===== src/rtl/vend_pkg.sv =====
// Shared types and RAM word layout for the vend item configuration path.
// Word layout: [31:24] sold, [23:16] available, [15:0] cost.
package vend_pkg;

    localparam int WORD_W    = 32;
    localparam int COST_LSB  = 0;
    localparam int AVAIL_LSB = 16;
    localparam int SOLD_LSB  = 24;

    // WDONE completes writes and refused/out-of-range ops; DONE completes RAM reads.
    typedef enum logic [1:0] {
        ST_IDLE  = 2'd0,
        ST_WDONE = 2'd1,
        ST_RWAIT = 2'd2,
        ST_DONE  = 2'd3
    } arb_state_t;

    typedef enum logic {
        REQ_APB = 1'b0,
        REQ_FSM = 1'b1
    } req_id_t;

    // One dispense: sold+1 (wraps), avail-1, cost unchanged.
    function automatic logic [WORD_W-1:0] dispense_word(input logic [WORD_W-1:0] w);
        return {w[SOLD_LSB +: 8] + 8'd1, w[AVAIL_LSB +: 8] - 8'd1, w[COST_LSB +: 16]};
    endfunction

endpackage


===== src/rtl/item_cfg_arbiter_rr_arb2.sv =====
// Two-way round-robin arbiter (APB vs FSM) with an APB priority override.
// The pointer remembers the last granted requester and advances on every accepted grant.
module rr_arb2
    import vend_pkg::*;
(
    input  logic    pclk,
    input  logic    prstn,
    input  logic    req_apb,
    input  logic    req_fsm,
    input  logic    prio_apb,
    input  logic    take,
    output logic    gnt_valid,
    output req_id_t gnt_id
);

    req_id_t last_r;

    // Last-granted pointer; FSM after reset so APB wins the first tie.
    always_ff @(posedge pclk or negedge prstn) begin
        if (!prstn) begin
            last_r <= REQ_FSM;
        end else if (take) begin
            last_r <= gnt_id;
        end
    end

    // Grant selection.
    always_comb begin
        gnt_valid = req_apb | req_fsm;
        gnt_id    = REQ_APB;
        if (req_apb && req_fsm && !prio_apb) begin
            gnt_id = (last_r == REQ_APB) ? REQ_FSM : REQ_APB;
        end else if (req_apb) begin
            gnt_id = REQ_APB;
        end else if (req_fsm) begin
            gnt_id = REQ_FSM;
        end else begin
            gnt_id = REQ_APB;
        end
    end

endmodule


===== src/rtl/item_cfg_arbiter.sv =====
// Owns the single-port item configuration RAM, sharing it between APB host access and
// vend FSM lookups/atomic dispense updates. Optional ITEM_CFG_ARB_STATS_EN adds counters.
module item_cfg_arbiter
    import vend_pkg::*;
#(
    parameter  int MAX_ITEMS = 1024,
    parameter  int DATA_W    = 32,
    localparam int IDX_W     = $clog2(MAX_ITEMS)
) (
    input  logic              pclk,
    input  logic              prstn,
    input  logic              cfg_mode,
    input  logic [IDX_W-1:0]  num_items,
    input  logic              apb_req,
    input  logic              apb_we,
    input  logic [IDX_W-1:0]  apb_idx,
    input  logic [DATA_W-1:0] apb_wdata,
    output logic              apb_done,
    output logic [DATA_W-1:0] apb_rdata,
    output logic              apb_err,
    input  logic              fsm_rd_req,
    input  logic              fsm_upd_req,
    input  logic [IDX_W-1:0]  fsm_idx,
    output logic              fsm_done,
    output logic [15:0]       item_cost,
    output logic [7:0]        item_avail,
    output logic              fsm_err,
`ifdef ITEM_CFG_ARB_STATS_EN
    output logic [15:0]       stat_disp,
    output logic [15:0]       stat_conflict,
`endif
    output logic              mem_en,
    output logic              mem_we,
    output logic [IDX_W-1:0]  mem_addr,
    output logic [DATA_W-1:0] mem_wdata,
    input  logic [DATA_W-1:0] mem_rdata
);

    arb_state_t       state_r, state_s;
    req_id_t          win_r, gnt_id_s;
    logic             upd_r;
    logic [IDX_W-1:0] idx_r;
    logic             gnt_valid_s, take_s, fsm_any_s;
    logic [IDX_W-1:0] sel_idx_s;
    logic             oor_s, refuse_s, avail_zero_s, wb_s;

    assign fsm_any_s    = fsm_rd_req | fsm_upd_req;
    assign take_s       = (state_r == ST_IDLE) && gnt_valid_s;
    assign sel_idx_s    = (gnt_id_s == REQ_APB) ? apb_idx : fsm_idx;
    assign oor_s        = (sel_idx_s >= num_items);
    assign refuse_s     = (gnt_id_s == REQ_FSM) && fsm_upd_req && cfg_mode;
    assign avail_zero_s = (mem_rdata[AVAIL_LSB +: 8] == 8'd0);
    assign wb_s         = (state_r == ST_RWAIT) && (win_r == REQ_FSM) && upd_r && !avail_zero_s;

    rr_arb2 u_rr (
        .pclk      (pclk),
        .prstn     (prstn),
        .req_apb   (apb_req),
        .req_fsm   (fsm_any_s),
        .prio_apb  (cfg_mode),
        .take      (take_s),
        .gnt_valid (gnt_valid_s),
        .gnt_id    (gnt_id_s)
    );

    // State register and captured operation context.
    always_ff @(posedge pclk or negedge prstn) begin
        if (!prstn) begin
            state_r <= ST_IDLE;
            win_r   <= REQ_APB;
            upd_r   <= 1'b0;
            idx_r   <= {IDX_W{1'b0}};
        end else begin
            state_r <= state_s;
            if (take_s) begin
                win_r <= gnt_id_s;
                upd_r <= fsm_upd_req;
                idx_r <= sel_idx_s;
            end
        end
    end

    // Next state and RAM strobes.
    always_comb begin
        state_s   = state_r;
        mem_en    = 1'b0;
        mem_we    = 1'b0;
        mem_addr  = {IDX_W{1'b0}};
        mem_wdata = {DATA_W{1'b0}};
        case (state_r)
            ST_IDLE: begin
                if (!take_s) begin
                    state_s = ST_IDLE;
                end else if (oor_s || refuse_s) begin
                    state_s = ST_WDONE;
                end else if ((gnt_id_s == REQ_APB) && apb_we) begin
                    mem_en    = 1'b1;
                    mem_we    = 1'b1;
                    mem_addr  = apb_idx;
                    mem_wdata = apb_wdata;
                    state_s   = ST_WDONE;
                end else begin
                    mem_en   = 1'b1;
                    mem_addr = sel_idx_s;
                    state_s  = ST_RWAIT;
                end
            end
            ST_RWAIT: begin
                if (wb_s) begin
                    mem_en    = 1'b1;
                    mem_we    = 1'b1;
                    mem_addr  = idx_r;
                    mem_wdata = dispense_word(mem_rdata);
                end else begin
                    mem_en = 1'b0;
                end
                state_s = ST_DONE;
            end
            ST_WDONE: state_s = ST_IDLE;
            ST_DONE:  state_s = ST_IDLE;
            default:  state_s = ST_IDLE;
        endcase
    end

    // Completion pulses and result registers; results hold between operations.
    always_ff @(posedge pclk or negedge prstn) begin
        if (!prstn) begin
            apb_done   <= 1'b0;
            apb_err    <= 1'b0;
            apb_rdata  <= {DATA_W{1'b0}};
            fsm_done   <= 1'b0;
            fsm_err    <= 1'b0;
            item_cost  <= 16'd0;
            item_avail <= 8'd0;
        end else begin
            apb_done <= 1'b0;
            fsm_done <= 1'b0;
            case (state_r)
                ST_IDLE: begin
                    if (take_s && (state_s == ST_WDONE)) begin
                        if (gnt_id_s == REQ_APB) begin
                            apb_done <= 1'b1;
                            apb_err  <= oor_s;
                        end else begin
                            fsm_done <= 1'b1;
                            fsm_err  <= 1'b1;
                        end
                    end
                end
                ST_RWAIT: begin
                    if (win_r == REQ_APB) begin
                        apb_done  <= 1'b1;
                        apb_err   <= 1'b0;
                        apb_rdata <= mem_rdata;
                    end else begin
                        fsm_done   <= 1'b1;
                        fsm_err    <= upd_r && avail_zero_s;
                        item_cost  <= mem_rdata[COST_LSB +: 16];
                        item_avail <= mem_rdata[AVAIL_LSB +: 8];
                    end
                end
                default: begin
                    apb_done <= 1'b0;
                end
            endcase
        end
    end

`ifdef ITEM_CFG_ARB_STATS_EN
    // Saturating dispense and contention counters.
    always_ff @(posedge pclk or negedge prstn) begin
        if (!prstn) begin
            stat_disp     <= 16'd0;
            stat_conflict <= 16'd0;
        end else begin
            if (wb_s && (stat_disp != 16'hFFFF)) begin
                stat_disp <= stat_disp + 16'd1;
            end
            if ((state_r == ST_IDLE) && apb_req && fsm_any_s && (stat_conflict != 16'hFFFF)) begin
                stat_conflict <= stat_conflict + 16'd1;
            end
        end
    end
`endif

endmodule


===== config.mk =====
export PLATFORM = sky130hd
export DESIGN_NAME = item_cfg_arbiter
export DESIGN_NICKNAME = d
export VERILOG_FILES = /design/src/rtl/vend_pkg.sv /design/src/rtl/item_cfg_arbiter_rr_arb2.sv /design/src/rtl/item_cfg_arbiter.sv
export SDC_FILE = /design/constraint.sdc
export NUM_CORES = 1
export LEC_CHECK = 0
export ABC_CLOCK_PERIOD_IN_PS = 4750
export CAP_MARGIN = 20
export CORE_MARGIN = 8
export CORE_UTILIZATION = 40
export DETAILED_ROUTE_END_ITERATION = 8
export GPL_TIMING_DRIVEN = 1
export PLACE_DENSITY = 0.82
export SLEW_MARGIN = 20
export SYNTH_ARGS = -nofsm -noshare
export SYNTH_HDL_FRONTEND = slang
export SYNTH_SLANG_ARGS = --single-unit

===== constraint.sdc =====
create_clock -name pclk -period 4.75 [get_ports pclk]
set_input_delay 0.7125 -clock pclk [delete_from_list [all_inputs] [get_ports pclk]]
set_output_delay 0.7125 -clock pclk [all_outputs]
set_load 0.02 [all_outputs]

==> impl_results.md <==
- GR Util met2: 33.6%
- Final WS setup: 0.123 ns
- Grt ovf: 0
- Top-area cell type share of the netlist area: 46.4%
- WP data arrival: 3.91 ns
- DR vias: 3,638
- Crit path max fanout: 10
- Final Wtd Congestion: 0.792
- Ys Warns: 0
- Die width: 116 µm
- Crit. End Element: output port
- Core area: 0.00973 mm²
- Worst r2r src: u_rr.last_r
- Depth of the worst register-to-register path: 12
- Ant diodes: 0
- R2r setup slk: 1.88 ns
- Post-DRT Antenna Nets: 0
- Largest net degree at the start of global routing: 76
- Initial antenna violation count: 0
- Worst Hold Depth: 2
- Maximum VDD drop: 0.000234 V
- CTS tree: yes
- CTS buffer count: 9
- Total track usage: 18.8%
- Lkg Pwr: 3.08 nW
- Dpl hpwl: 10.4 mm
- Setup violators final: 0
- Met3 Usage GRT: 5.78%
- HP Start: item_avail[1]
- GRT busiest layer: met2
- Worst-margin pin slew: 1.02 ns
- Crit path kind: in2out
- H-tree depth: 3
- WL final: 13.2 mm
- Synth Flop Type: dfrtp_1
- Final Hold Viols: 0
- #FFs+latches synth: 75
- CTS max path bufs: 2
- Startpoint Class: input port
- Asr flop ratio synth: 100%
- NumNets Final: 693
- Setup_tns: 0 ns
- Dpl cell area: 0.00627 mm²
- Post-synth EDFFs: 0
- # DRC: 0
- Top post-synthesis cells by area: dfrtp_1 46%, mux2_2 15%, a22o_1 5.0%
- Period minus WS final: 4.63 ns
- Slew margin rel.: 31.6%
- Commonest non-fill, non-tap cells in the layout: 161 x clkdlybuf4s50_1, 74 x dfrtp_1, 53 x mux2_2, 28 x dlygate4sd2_1, 27 x inv_1
- # fillers: 800
- Initial core utilization: 41.0%
- Fmax: 216 MHz
- Min Hold Slack: 0.501 ns
- Clock Tree Root: clkbuf_8
- Run status: finished, final reports clean
- Slew Limit Fails: 0
- Placed insts: 700
- Routed vias/inst: 5.07
- Area grow syn2layout: 62.7%
- Worst hold path type: reg2reg
- Drt wl/cell: 18.3 µm
- Fin cells: 718
- Final Skew: 0.0118 ns
- Cell area power density: 560 mW/mm²
- MaxCap Viol Count: 0
- Required time of the critical path: 4.04 ns
- Synthesized area: 0.00399 mm²
- Ratio of cells with drive above 1 in the final layout: 17.8%
- # clock sinks: 75
- 1st-iter DRT viols: 151
- Area leader, netlist: dfrtp_1
- Port buffer count: 204
- Clk_lat worst skew: 0.34 ns
- Fin util: 66.7%
- Synth Area per Inst: 11.0 µm²
- Site Rows: 36
- Final worst-path cycle share: 97.4%
- Vias in the first global route: 3,907
- GR Layer Usage met1: 20.8%
- Unique masters post-synth: 46
- Commonest non-fill, non-tap cell in the layout: clkdlybuf4s50_1
- Final Power: 3.64 mW
- IO Pins: 205
- Worst Hold End: item_avail[1]
- Syn Nets: 477
- Cells after Synth: 364
- Final Cell Area: 0.00649 mm²
- Register area share after synthesis: 47.1%
- Die Y: 116 µm
- Die ar.: 0.0134 mm²
- Global-route wire length before repair: 19.9 mm
- First-pass DRT Iterations: 4
- R2R Path End: state_r[0]
- CTS clk-pin slew, worst paths: 0.07 ns
- DP Worst Slack: -0.0779 ns
## worst max-delay path by stage
stage,startpoint,cells after the start,to
after floorplan,fsm_upd_req,11,mem_addr[0]
after global placement,cfg_mode,14,mem_wdata[25]
after detailed placement,apb_req,14,mem_wdata[13]
after CTS,apb_req,14,mem_wdata[4]
after global routing,apb_req,14,mem_wdata[22]
final,cfg_mode,14,mem_wdata[22]
## cell families (layout without fill, tap and decap cells)
logic type	Yosys count	after routing	share of synthesized area, %
buf+inv	47	268	5.33
simple gates	73	73	9.60
mux	65	65	18.0
fa+ha+maj	12	12	3.76
xor+xnor	6	6	1.32
compound gates	86	86	15.0
flops	75	75	47.1
## routing by layer
metal / vias up / wire length [µm]
met1: 1758 / 5110
met5: - / 0
met2: 133 / 6700
met4: 0 / 183
li1: 1733 / -
met3: 14 / 1160
## cell usage after synthesis, types with 8 or more instances
library cell / count
nor2_1: 17
a22o_1: 23
ha_1: 12
o21ai_0: 20
dfrtp_1: 74
buf_2: 10
a21oi_1: 21
inv_1: 27
mux2i_1: 12
mux2_2: 53
o2bb2ai_1: 8
nand2_1: 22
## where the power goes
part	internal, mW	switching (mW)
clock network	0.244	0.241
registers	0.969	0.181
logic	1.01	0.997
## critical path, cell delays in order
cell and delay (ns):
clkdlybuf4s50_1 0.49, o21ai_1 0.09, o21ai_2 0.11, buf_12 0.18, mux2i_2 0.25, inv_1 0.07
ha_1 0.29, nand4_1 0.14, or3_4 0.43, o211ai_4 0.22, nor3_4 0.08, buf_4 0.16
a21o_1 0.17, clkdlybuf4s50_1 0.53
## state kept, by name, summed over array words and instances (netlist names)
signal / cells
win_r: 1
state_r: 2
u_rr.last_r: 1
fsm_done: 1
idx_r: 10
item_avail: 8
item_cost: 16
fsm_err: 1
apb_err: 1
upd_r: 1
apb_rdata: 32
apb_done: 1
## cell type report
class / instances / area, µm² / area share (%)
Timing Repair Buffer: 225 / 2220 / 34.2
Clock inverter: 6 / 67.6 / 1.04
Sequential cell: 75 / 1880 / 28.9
Inverter: 27 / 101 / 1.56
Clock buffer: 10 / 128 / 1.97
Tap cell: 133 / 166 / 2.56
Multi-Input combinational cell: 242 / 1930 / 29.7
## repair_timing
| action | in CTS | in global routing |
|---|---|---|
| gates resized for setup | 28 | 18 |
| hold buffers | 0 | 0 |
| setup endpoints to repair | 38 | 25 |
| pin swaps | 1 | 1 |
| setup buffers | 0 | 2 |
(Power assumes the default switching activity.)
